### src/rtl/branch_pkg.sv
// Shared branch types for decode-side branch logic and the execute-stage resolver.
// Latency: n/a (types only).
// Backpressure: n/a.
package branch_pkg;

    // funct3 encodings of the conditional branches; 010/011 are unused codes
    typedef enum logic [2:0] {
        BEQ  = 3'b000,
        BNE  = 3'b001,
        BLT  = 3'b100,
        BGE  = 3'b101,
        BLTU = 3'b110,
        BGEU = 3'b111
    } branch_t;

    typedef enum logic [1:0] {
        IDLE     = 2'd0,
        REDIRECT = 2'd1,
        FLUSH    = 2'd2
    } br_state_t;

endpackage

### src/rtl/branch_resolve_if.sv
// Execute-stage <-> branch resolver bundle: instruction in, redirect/flush/perf out.
// Latency: n/a (wires only).
// Backpressure: in_ready gates instructions; redirect_ready gates the redirect.
interface branch_resolve_if #(
    parameter int XLEN = 32
);
    logic            in_valid;
    logic            in_ready;
    logic            takeBranch;
    logic [2:0]      branchType;
    logic [XLEN-1:0] pc;
    logic [XLEN-1:0] imm;
    logic [XLEN-1:0] rs1_data;
    logic [XLEN-1:0] rs2_data;
    logic            redirect_valid;
    logic            redirect_ready;
    logic [XLEN-1:0] redirect_pc;
    logic            flush;
    logic [31:0]     branch_count;
    logic [31:0]     taken_count;

    // master: execute stage / fetch side driving the resolver
    modport master (
        output in_valid, takeBranch, branchType, pc, imm, rs1_data, rs2_data,
               redirect_ready,
        input  in_ready, redirect_valid, redirect_pc, flush, branch_count, taken_count
    );

    // slave: the resolver itself
    modport slave (
        input  in_valid, takeBranch, branchType, pc, imm, rs1_data, rs2_data,
               redirect_ready,
        output in_ready, redirect_valid, redirect_pc, flush, branch_count, taken_count
    );
endinterface

### src/rtl/branch_compare.sv
// Branch condition evaluator: equality, signed and unsigned compares.
// Latency: combinational.
// Backpressure: none.
// Ports: branchType (funct3), rs1_data/rs2_data operands -> cond_true.
module branch_compare
    import branch_pkg::*;
#(
    parameter int XLEN = 32
) (
    input  logic [2:0]      branchType,
    input  logic [XLEN-1:0] rs1_data,
    input  logic [XLEN-1:0] rs2_data,
    output logic            cond_true
);
    logic w_eq;
    logic w_lt;
    logic w_ltu;

    assign w_eq  = (rs1_data == rs2_data);
    assign w_lt  = ($signed(rs1_data) < $signed(rs2_data));
    assign w_ltu = (rs1_data < rs2_data);

    always_comb begin
        cond_true = 1'b0;
        case (branchType)
            BEQ:     cond_true = w_eq;
            BNE:     cond_true = !w_eq;
            BLT:     cond_true = w_lt;
            BGE:     cond_true = !w_lt;
            BLTU:    cond_true = w_ltu;
            BGEU:    cond_true = !w_ltu;
            default: cond_true = 1'b0;  // unused codes never take
        endcase
    end
endmodule

### src/rtl/branch_resolve.sv
// Execute-stage branch resolution: condition, target, PC redirect, timed flush, perf counters.
// Latency: accept in N -> redirect_valid/counters from N+1; flush for FLUSH_CYCLES after handshake.
// Backpressure: in_ready low while redirecting/flushing; redirect held until redirect_ready.
// Ports: clk, rst (async, active-high), bus (branch_resolve_if.slave).
module branch_resolve
    import branch_pkg::*;
#(
    parameter int XLEN         = 32,
    parameter int FLUSH_CYCLES = 2
) (
    input  logic               clk,
    input  logic               rst,
    branch_resolve_if.slave    bus
);
    localparam int CW = (FLUSH_CYCLES > 1) ? $clog2(FLUSH_CYCLES) : 1;

    br_state_t       r_state;
    br_state_t       w_next_state;
    logic [CW-1:0]   r_flush_cnt;
    logic [XLEN-1:0] r_redirect_pc;
    logic [31:0]     r_branch_count;
    logic [31:0]     r_taken_count;

    logic            w_cond;
    logic            w_accept;
    logic [XLEN-1:0] w_target;

    branch_compare #(.XLEN(XLEN)) u_cmp (
        .branchType (bus.branchType),
        .rs1_data   (bus.rs1_data),
        .rs2_data   (bus.rs2_data),
        .cond_true  (w_cond)
    );

    // wraps mod 2^XLEN; bit 0 cleared to keep the target halfword aligned
    assign w_target = bus.pc + bus.imm;

    always_ff @(posedge clk or posedge rst) begin
        if (rst) r_state <= IDLE;
        else     r_state <= w_next_state;
    end

    always_comb begin
        w_next_state = r_state;
        w_accept     = 1'b0;
        case (r_state)
            IDLE: begin
                if (bus.in_valid && bus.takeBranch) begin
                    w_accept = 1'b1;
                    if (w_cond) w_next_state = REDIRECT;
                end
            end
            REDIRECT: if (bus.redirect_ready) w_next_state = FLUSH;
            FLUSH:    if (r_flush_cnt == '0) w_next_state = IDLE;
            default:  w_next_state = IDLE;
        endcase
    end

    always_ff @(posedge clk or posedge rst) begin
        if (rst) begin
            r_flush_cnt    <= '0;
            r_redirect_pc  <= '0;
            r_branch_count <= '0;
            r_taken_count  <= '0;
        end else begin
            if (w_accept) begin
                r_branch_count <= r_branch_count + 32'd1;
                if (w_cond) begin
                    r_taken_count <= r_taken_count + 32'd1;
                    r_redirect_pc <= {w_target[XLEN-1:1], 1'b0};
                end
            end
            if (r_state == REDIRECT && bus.redirect_ready)
                r_flush_cnt <= CW'(FLUSH_CYCLES - 1);
            else if (r_state == FLUSH && r_flush_cnt != '0)
                r_flush_cnt <= r_flush_cnt - CW'(1);
        end
    end

    // outputs decode straight from state so reset drops them without a clock edge
    assign bus.in_ready       = (r_state == IDLE) && !rst;
    assign bus.redirect_valid = (r_state == REDIRECT);
    assign bus.flush          = (r_state == FLUSH);
    assign bus.redirect_pc    = r_redirect_pc;
    assign bus.branch_count   = r_branch_count;
    assign bus.taken_count    = r_taken_count;
endmodule
### src/flat_wrapper.sv
// flat-port wrapper written by rule: the top's interface ports become plain ports
module branch_resolve_flat import branch_pkg::*;
#(
    parameter int XLEN         = 32,
    parameter int FLUSH_CYCLES = 2
)
  (clk, rst, bus_in_valid, bus_takeBranch, bus_branchType, bus_pc, bus_imm, bus_rs1_data, bus_rs2_data, bus_redirect_ready, bus_in_ready, bus_redirect_valid, bus_redirect_pc, bus_flush, bus_branch_count, bus_taken_count);
  branch_resolve_if #(.XLEN(XLEN)) bus_i ();
  input  logic clk;
  input  logic rst;
  input wire logic [$bits(bus_i.in_valid)-1:0] bus_in_valid;
  input wire logic [$bits(bus_i.takeBranch)-1:0] bus_takeBranch;
  input wire logic [$bits(bus_i.branchType)-1:0] bus_branchType;
  input wire logic [$bits(bus_i.pc)-1:0] bus_pc;
  input wire logic [$bits(bus_i.imm)-1:0] bus_imm;
  input wire logic [$bits(bus_i.rs1_data)-1:0] bus_rs1_data;
  input wire logic [$bits(bus_i.rs2_data)-1:0] bus_rs2_data;
  input wire logic [$bits(bus_i.redirect_ready)-1:0] bus_redirect_ready;
  output wire logic [$bits(bus_i.in_ready)-1:0] bus_in_ready;
  output wire logic [$bits(bus_i.redirect_valid)-1:0] bus_redirect_valid;
  output wire logic [$bits(bus_i.redirect_pc)-1:0] bus_redirect_pc;
  output wire logic [$bits(bus_i.flush)-1:0] bus_flush;
  output wire logic [$bits(bus_i.branch_count)-1:0] bus_branch_count;
  output wire logic [$bits(bus_i.taken_count)-1:0] bus_taken_count;
  assign bus_i.in_valid = bus_in_valid;
  assign bus_i.takeBranch = bus_takeBranch;
  assign bus_i.branchType = bus_branchType;
  assign bus_i.pc = bus_pc;
  assign bus_i.imm = bus_imm;
  assign bus_i.rs1_data = bus_rs1_data;
  assign bus_i.rs2_data = bus_rs2_data;
  assign bus_i.redirect_ready = bus_redirect_ready;
  assign bus_in_ready = bus_i.in_ready;
  assign bus_redirect_valid = bus_i.redirect_valid;
  assign bus_redirect_pc = bus_i.redirect_pc;
  assign bus_flush = bus_i.flush;
  assign bus_branch_count = bus_i.branch_count;
  assign bus_taken_count = bus_i.taken_count;
  branch_resolve #(.XLEN(XLEN), .FLUSH_CYCLES(FLUSH_CYCLES)) u_core (.clk(clk), .rst(rst), .bus(bus_i));
endmodule
### config.mk
export PLATFORM = sky130hd
export DESIGN_NAME = branch_resolve_flat
export DESIGN_NICKNAME = d
export VERILOG_FILES = /design/src/rtl/branch_pkg.sv /design/src/rtl/branch_resolve_if.sv /design/src/rtl/branch_compare.sv /design/src/rtl/branch_resolve.sv /design/src/flat_wrapper.sv
export SDC_FILE = /design/constraint.sdc
export NUM_CORES = 1
export LEC_CHECK = 0
export CAP_MARGIN = 20
export CORE_MARGIN = 4
export CORE_UTILIZATION = 46
export CTS_CLUSTER_DIAMETER = 60
export CTS_CLUSTER_SIZE = 24
export DETAILED_ROUTE_END_ITERATION = 8
export GPL_ROUTABILITY_DRIVEN = 0
export PLACE_DENSITY = 0.81
export SLEW_MARGIN = 20
export SYNTH_ARGS = -nofsm -noshare
export SYNTH_HDL_FRONTEND = slang
export SYNTH_SLANG_ARGS = --single-unit
### constraint.sdc
create_clock -name clk -period 4.7 [get_ports clk]
set_clock_uncertainty 0.1 [all_clocks]
set_input_delay 0.94 -clock clk [delete_from_list [all_inputs] [get_ports clk]]
set_output_delay 0.94 -clock clk [all_outputs]
set_load 0.01 [all_outputs]
==> results of run 1 <==
sequential cells by signal, summed over array words and instances, names as in the netlist:
name / cells
u_core.r_flush_cnt: 1
u_core.bus.branch_count: 32
u_core.bus.redirect_pc: 31
u_core.bus.taken_count: 32
u_core.r_state: 2
cells by family after synthesis:
family                     after synthesis  synth area share
AOI/OAI and AO/OA                      134             0.140
xor gates and xnor gates                95             0.128
adders and majority gates               65             0.126
buffers and inverters                   66            0.0480
DFF                                     98             0.376
muxes                                   11            0.0188
other                                    1          0.000575
and+or+nand+nor                        207             0.163
synth_stat cells, types with 2 or more instances:
cell / number / area, µm²
a21oi_2: 14 / 123
a221oi_1: 2 / 17.5
a22o_1: 2 / 17.5
a21o_1: 15 / 113
or3_1: 2 / 12.5
a21oi_1: 43 / 215
and4_1: 12 / 105
a211oi_1: 3 / 22.5
o21ai_0: 17 / 85.1
nand3_1: 29 / 145
ha_1: 64 / 801
nor2b_1: 5 / 31.3
a211o_1: 2 / 17.5
xor2_1: 24 / 210
nor2_1: 49 / 184
and2_1: 5 / 31.3
o211ai_1: 4 / 30.0
buf_4: 3 / 22.5
o21a_1: 7 / 52.6
xnor2_1: 71 / 622
buf_6: 7 / 78.8
nand2b_1: 3 / 18.8
o21bai_1: 5 / 37.5
mux2_2: 10 / 113
dfrtp_1: 98 / 2450
a31oi_1: 6 / 37.5
and3_1: 18 / 113
nand2_1: 46 / 173
inv_1: 50 / 188
a221o_1: 2 / 20.0
nand4_1: 30 / 188
nor3_1: 3 / 15.0
clkbuf_1: 5 / 18.8
metrics by stage:
stage | utilization | power (mW)
after floorplan | - | 1.74
after global routing | 0.671 | 3.26
after detailed placement | 0.649 | 2.37
after global placement | 0.649 | 2.35
final | 0.671 | 3.06
after CTS | 0.671 | 3.11
metal layers:
metal  GRT usage  vias to the layer above  part of all wire  wire length [µm]
met1       0.256                     2670              0.43              7090
met5           0                        -                 0                 0
met4      0.0511                        0             0.017               284
li1            -                     2860                 -                 -
met2       0.360                      160              0.50              8360
met3      0.0464                       20             0.054               902
where the power goes:
| group | switching [mW] | leakage, nW | internal, mW |
|---|---|---|---|
| registers | 0.135 | 1.25 | 1.02 |
| clock network | 0.339 | 0.144 | 0.385 |
| logic | 0.533 | 2.75 | 0.652 |
| total | 1.01 | 4.14 | 2.06 |
final cells by class:
type                    instances  area share
multi-input cells             513       0.403
clock inverters                 6     0.00658
clock buffers                  10      0.0257
inverters                      50      0.0204
repair buffers                239       0.257
flip-flops and latches         98       0.263
well taps                     180      0.0242
worst paths after layout:
kind | start | to | slack (ps) | cells past startpoint
worst min register to register | u_core.bus.taken_count[31] | u_core.bus.taken_count[31] | 380 | 1
worst max register to register | u_core.bus.taken_count[2] | u_core.bus.taken_count[31] | 2050 | 9
worst min-delay path | u_core.bus.taken_count[31] | u_core.bus.taken_count[31] | 380 | 1
min in group asynchronous | rst | u_core.bus.branch_count[0] | 1060 | 2
worst max-delay path | bus_rs2_data[27] | u_core.bus.taken_count[13] | 740 | 11
max in group asynchronous | rst | u_core.bus.redirect_pc[16] | 2520 | 3
==> flow_metrics.tcl, run 1 <==
set metrics [dict create \
    status "completed" \
    wl_per_cell_um 15.2 \
    overflow 0 \
    die_area_mm2 0.0161 \
    drv_cap 0 \
    crit_family "simple AND/OR/NAND/NOR gates" \
    tritoncts "done" \
    drc_errors 0 \
    port_buffers 233 \
    drtPass1Iterations 5 \
    dp_hpwl_mm 13.4 \
    clock_sinks 98 \
    cp_max_fo 33 \
    layout_common_cells "233 x clkdlybuf4s50_1, 98 x dfrtp_1, 71 x xnor2_1, 64 x ha_1" \
    cp_slowest_stage_delay_ps 610 \
    syn_nets 878 \
    clk_path_buf_depth 2 \
    clock_latency_ps 350 \
    drive_gt1_frac 0.0568 \
    dp_cells 1080 \
    antenna_found_initial 0 \
    clockRootBuffer "clkbuf_16" \
    cts-buffers-inserted 9 \
    layout_min_cycle_time_ps 3960 \
    postPlaceCellArea_mm2 0.00901 \
    end_kind "register" \
    worstPathCellList "clkdlybuf4s50_1 > inv_1 > ha_1 > nand4_1 > or4_1 > or4b_1 > xor2_1 > o22ai_4 > buf_4 > nand4_1 > xnor2_1" \
    synth_edf_count 0 \
    antennaDiodeCount 0 \
    area_growth_syn_to_layout_pct 42.8 \
    start_util 0.470 \
    worst_ep_required_time_ps 4830 \
    wl_mm 16.6 \
    drt-initial-drc-count 277 \
    cts.clk_slew.worst_paths_ps 70 \
    rsz0062_at_grt "false" \
    holdBufCountCts 0 \
    path_buf_inv 3 \
    fin_area_mm2 0.00931 \
    fmax_mhz 253 \
    syn_avg_cell_area_um2 9.63 \
    via_per_inst 5.21 \
    worst_pin_slew_ps 870 \
    synth.cell_area_mm2 0.00652 \
    cts_resized 0 \
    yosysUniqueCellTypes 54 \
    postRouteAntennaNets 0 \
    powerDensity_mw_per_mm2 329 \
    grt_max_degree 73 \
    die_x_um 127 \
    ys.warnings.count 0 \
    setup_viol 0 \
    period_share 0.842 \
    layout.nets 1112 \
    n_fill_cell 1155 \
    register_area_mm2 0.00245 \
    io_pins 235 \
    core_area_mm2 0.0139 \
    setup_tns_ps 0 \
    vias 5710 \
    grt_pass1_wl_mm 27.0 \
    die_y_um 127 \
    multi_input_area_mm2 0.00375 \
    relSlewSlack 0.420 \
    crit_top_cell "nand4_1" \
    placementRows 43 \
    postCtsSetupBuffers 0 \
    cp-start-kind "input port" \
    fin_cells 1096 \
    slew_violations 0 \
    p_leak_nw 4.14 \
    h-tree-depth 3 \
    vdd_drop_max_v 0.000204 \
    crit_type "input port to register" \
    synthCells 677 \
    slowest_stage "or4_1" \
    grt_pass1_vias 5647 \
    setup_ws_ps 742 \
    async_reset_ff_frac 1.00 \
    grtUsageTotal 0.205 \
    final_common_cell "clkdlybuf4s50_1" \
    critical_path_arrival_ps 4090 \
    ys.flop_type "dfrtp_1" \
    synth_seq_cells 98 \
    whs_ps 381 \
    place_ws_ps 410 \
    hp-class "register to register" \
    seq_area_frac_synth 0.376 \
    hold_violations 0 \
]
Power figures use the tool's default switching activity.
==> run 2, diff against run 1 <==
Settings changed: CORE_UTILIZATION 46 to 41, PLACE_DENSITY 0.81 to 0.76.
Clock period 4.7 ns to 3.3 ns, I/O delays scaled along.
==> run 2 against run 1 <==
Utilization is 0.94 points higher. Sequential cell count stayed put. Register-to-register slack worse by 1400 ps. Global-route usage is 1.3 points lower. Total power is 52% higher. Non-clock buffer count is 68 higher. Count of clock-buffer cells in the layout is 1 lower.
==> flow_metrics.tcl, run 2 (synthesis results as in run 1) <==
set metrics [dict create \
    grtUsageTotal 0.191 \
    grt_pass1_wl_mm 28.5 \
    drive_gt1_frac 0.189 \
    fmax_mhz 308 \
    wl_per_cell_um 15.6 \
    end_kind "register" \
    core_area_mm2 0.0154 \
    clk_path_buf_depth 2 \
    vdd_drop_max_v 0.000285 \
    clock_latency_ps 330 \
    dp_hpwl_mm 14.0 \
    r2r-start "u_core.bus.taken_count[2]" \
    wl_mm 18.6 \
    slew_violations 0 \
    vias 6056 \
    met3_usage 0.0383 \
    drt-initial-drc-count 255 \
    busiest_layer "met2" \
    worst_ep_required_time_ps 3410 \
    antennaDiodeCount 0 \
    use_met2 0.328 \
    status "completed" \
    cp_max_fo 11 \
    register_area_mm2 0.00245 \
    overflow 0 \
    relSlewSlack 0.602 \
    final_common_cell "clkdlybuf4s50_1" \
    hold_path_end "u_core.bus.taken_count[31]" \
    h-tree-depth 3 \
    critical_path_arrival_ps 3360 \
    hp-class "register to register" \
    worst_pin_slew_ps 596 \
    clock_sinks 98 \
    place_ws_ps -521 \
    setup_viol 0 \
    setup_tns_ps 0 \
    layout.nets 1180 \
    period_share 0.985 \
    cts.clk_slew.worst_paths_ps 60 \
    die_y_um 134 \
    io_pins 235 \
    reg2reg_depth 9 \
    tritoncts "done" \
    layout_common_cells "180 x clkdlybuf4s50_1, 98 x dfrtp_1, 71 x xnor2_1, 58 x buf_4, 45 x nand2_1" \
    grt_max_degree 61 \
    clockRootBuffer "clkbuf_16" \
    hold_depth 1 \
    setup_ws_ps 48.9 \
    powerDensity_mw_per_mm2 445 \
    crit_type "input port to register" \
    n_fill_cell 1191 \
    rsz0062_at_grt "true" \
    area_growth_syn_to_layout_pct 60.4 \
    rr_endpoint "u_core.bus.taken_count[31]" \
    drv_cap 0 \
    cp-start-kind "input port" \
    port_buffers 233 \
    drtPass1Iterations 4 \
    placementRows 45 \
    drc_errors 0 \
    start_util 0.424 \
    min_from "u_core.bus.taken_count[31]" \
    postRouteAntennaNets 0 \
    cts-buffers-inserted 9 \
    layout_min_cycle_time_ps 3250 \
    grt_pass1_vias 5973 \
    antenna_found_initial 0 \
    die_area_mm2 0.0180 \
    via_per_inst 5.08 \
    r2r_setup_slack_ps 620 \
    use_met1 0.251 \
    p_leak_nw 4.88 \
    hold_violations 0 \
    die_x_um 134 \
    multi_input_area_mm2 0.00419 \
]
-- run 2: final cells by class --
cell class,count,share of cell area
Clock buffer,9,0.0215
Clock inverter,5,0.00610
Inverter,50,0.0183
Multi-Input combinational cell,513,0.401
Sequential cell,98,0.235
Tap cell,211,0.0252
Timing Repair Buffer,307,0.294
-- run 2: timing repair --
action / CTS / global route
hold buffers: 0 / 0
gates resized for setup: 50 / 102
buffers inserted: 4 / 6
pin swaps: 17 / 28
gates cloned: 0 / 4
setup endpoints to repair: 57 / 62
endpoints found under the hold margin: 0 / 0
-- run 2: through the flow --
step / util / power (mW) / std cells / hold slack [ps] / area (µm²)
2_1_floorplan: - / 2.48 / 677 / 391 / 6520
6_report: 0.680 / 4.66 / 1193 / 378 / 10500
3_5_place_dp: 0.617 / 3.46 / 1166 / 366 / 9480
4_1_cts: 0.648 / 4.55 / 1184 / 383 / 9960
3_3_place_gp: 0.617 / 3.44 / 1166 / 361 / 9480
5_1_grt: 0.680 / 4.94 / 1193 / 414 / 10500
-- run 2: critical path: stages --
cell and delay (ps):
dlygate4sd2_1 260, ha_4 270, nand4_1 110, or4_4 570
or4b_4 540, xor2_2 180, o22ai_4 160, buf_6 170
clkbuf_16 160, nand4_1 100, xnor2_1 170
-- run 2: worst max-delay path by stage --
stage / to / startpoint / cells after the start / slack [ps]
2_1_floorplan: u_core.bus.redirect_pc[12] / bus_rs2_data[27] / 9 / 120
3_3_place_gp: u_core.bus.redirect_pc[19] / bus_rs2_data[14] / 11 / -540
3_5_place_dp: u_core.bus.redirect_pc[5] / bus_rs2_data[27] / 10 / -520
4_1_cts: u_core.bus.redirect_pc[28] / bus_rs2_data[21] / 10 / -50
5_1_grt: u_core.bus.taken_count[11] / bus_rs2_data[4] / 14 / -70
6_report: u_core.bus.taken_count[25] / bus_rs1_data[25] / 11 / 50
-- run 2: metal layers --
layer  vias up  share of wire
li1       3001              -
met1      2873           0.44
met2       164           0.50
met3        18          0.050
met4         0          0.013
met5         -              0
-- run 2: power by group --
| group | switching (mW) | total [mW] | internal (mW) |
|---|---|---|---|
| combinational | 0.832 | 1.94 | 1.11 |
| clock | 0.440 | 1.03 | 0.586 |
| sequential | 0.239 | 1.69 | 1.45 |
==> run 3, diff against run 2 <==
Settings changed: CORE_ASPECT_RATIO set to 0.7.
==> run 3 against run 2 <==
Final cell count fell by 0.67%. Sequential cell count is the same. Largest cell class unchanged. Fmax up 0.76%. Hold slack worse by 10 ps. Design area down 1.5%.
==> flow_metrics.tcl, run 3 (synthesis results as in run 1) <==
set metrics [dict create \
    layout.nets 1181 \
    grt_pass1_vias 6066 \
    die_y_um 113 \
    status "completed" \
    fmax_mhz 310 \
    pwr-share-seq 0.362 \
    wl_per_cell_um 15.9 \
    grtUsageTotal 0.205 \
    crit_type "input port to register" \
    clock_sinks 98 \
    hp-class "register to register" \
    multi_input_area_mm2 0.00414 \
    cts.clk_slew.worst_paths_ps 70 \
    period_share 0.978 \
    whs_ps 368 \
    grt_max_degree 49 \
    antennaDiodeCount 0 \
    worstPathCellList "dlygate4sd2_1 > inv_1 > ha_1 > nand4_1 > or4_4 > or4b_4 > xor2_4 > o22ai_4 > buf_12 > buf_8 > mux2_2" \
    grt_pass1_wl_mm 30.4 \
    layout_min_cycle_time_ps 3230 \
    register_area_mm2 0.00245 \
    drv_cap 0 \
    hold_violations 0 \
    setup_ws_ps 73.4 \
    end_kind "register" \
    via_per_inst 5.08 \
    p_leak_nw 4.65 \
    combPwrFrac 0.398 \
    fin_util 0.663 \
    vias 6021 \
    setup_tns_ps 0 \
    fin_area_mm2 0.0103 \
    place_ws_ps -615 \
    sw_frac_of_total 0.319 \
    relSlewSlack 0.584 \
    drtPass1Iterations 4 \
    h-tree-depth 3 \
    die_area_mm2 0.0180 \
    final_common_cell "clkdlybuf4s50_1" \
    cp_max_fo 8 \
    p_switching_mw 1.50 \
    vdd_drop_max_v 0.000358 \
    totalPowerFinal_mw 4.70 \
    cts-buffers-inserted 9 \
    area_growth_syn_to_layout_pct 58.1 \
    powerDensity_mw_per_mm2 456 \
    io_pins 235 \
    fin_cells 1185 \
    core_area_mm2 0.0155 \
    clk_path_buf_depth 2 \
    clock_power_share 0.241 \
    port_buffers 233 \
    antenna_found_initial 0 \
    layout_common_cells "179 x clkdlybuf4s50_1, 98 x dfrtp_1, 71 x xnor2_1, 66 x buf_4, 47 x nor2_1" \
    worst_pin_slew_ps 623 \
    rsz0062_at_grt "true" \
    worst_ep_required_time_ps 3420 \
    postPlaceCellArea_mm2 0.00951 \
    drc_errors 0 \
    slowest_stage "or4_4" \
    drt-initial-drc-count 314 \
    p_int_mw 3.20 \
    cp_slowest_stage_delay_ps 560 \
    clock_latency_ps 340 \
    cp-start-kind "input port" \
    postRouteAntennaNets 0 \
    holdBufCountCts 0 \
    slew_violations 0 \
    drive_gt1_frac 0.182 \
    clockRootBuffer "clkbuf_16" \
    wl_mm 18.9 \
    start_util 0.419 \
    setup_viol 0 \
    dp_cells 1161 \
    placementRows 38 \
    critical_path_arrival_ps 3350 \
    crit_family "simple AND/OR/NAND/NOR gates" \
    n_fill_cell 1255 \
    dp_hpwl_mm 14.7 \
    overflow 0 \
    tritoncts "done" \
    die_x_um 159 \
    path_buf_inv 4 \
]
==> run 3: changes by cell type in the layout (fill, tap and decap cells not counted), moves of 4 or more <==
cell,change
dlymetal6s2s_1,-30
dlygate4sd2_1,+29
nor2_1,+11
buf_6,-9
buf_4,+8
nor2_2,-7
clkdlybuf4s15_1,+4
nor2_4,-4
==> run 3: power groups by stage <==
stage,Sequential [mW],Combinational [mW],Clock [mW]
2_1_floorplan,1.75,0.735,0
3_3_place_gp,1.71,1.75,0
3_5_place_dp,1.70,1.78,0
4_1_cts,1.69,1.88,1.16
5_1_grt,1.73,2.04,1.21
6_report,1.70,1.87,1.13
==> run 3: worst paths after layout <==
| check | from | end | slack [ps] | depth (start not counted) |
|---|---|---|---|---|
| max | bus_rs2_data[24] | u_core.bus.redirect_pc[4] | 70 | 11 |
| min | u_core.bus.taken_count[31] | u_core.bus.taken_count[31] | 370 | 1 |
| max reg2reg | u_core.bus.taken_count[2] | u_core.bus.taken_count[31] | 590 | 9 |
| min reg2reg | u_core.bus.taken_count[31] | u_core.bus.taken_count[31] | 370 | 1 |
| max in group asynchronous | rst | u_core.bus.taken_count[4] | 1740 | 3 |
| min in group asynchronous | rst | u_core.r_state[1] | 650 | 2 |
==> run 3: routing by layer <==
layer / vias to the layer above / part of all wire / global-route usage
li1: 3008 / - / -
met1: 2841 / 0.48 / 0.287
met2: 156 / 0.46 / 0.338
met3: 16 / 0.046 / 0.0383
met4: 0 / 0.011 / 0.0376
met5: - / 0 / 0
==> run 3: layout make-up <==
class                   count  area share
inverters                  50      0.0186
multi-input cells         513       0.402
clock inverters             6     0.00874
well taps                 200      0.0243
clock buffers              10      0.0232
flip-flops and latches     98       0.238
repair buffers            308       0.285
==> run 3: repair_timing <==
action / in CTS / in global routing
cloned: 3 / 0
gates resized for setup: 109 / 23
setup buffers: 6 / 2
pin swaps: 35 / 19
setup endpoints to repair: 64 / 64
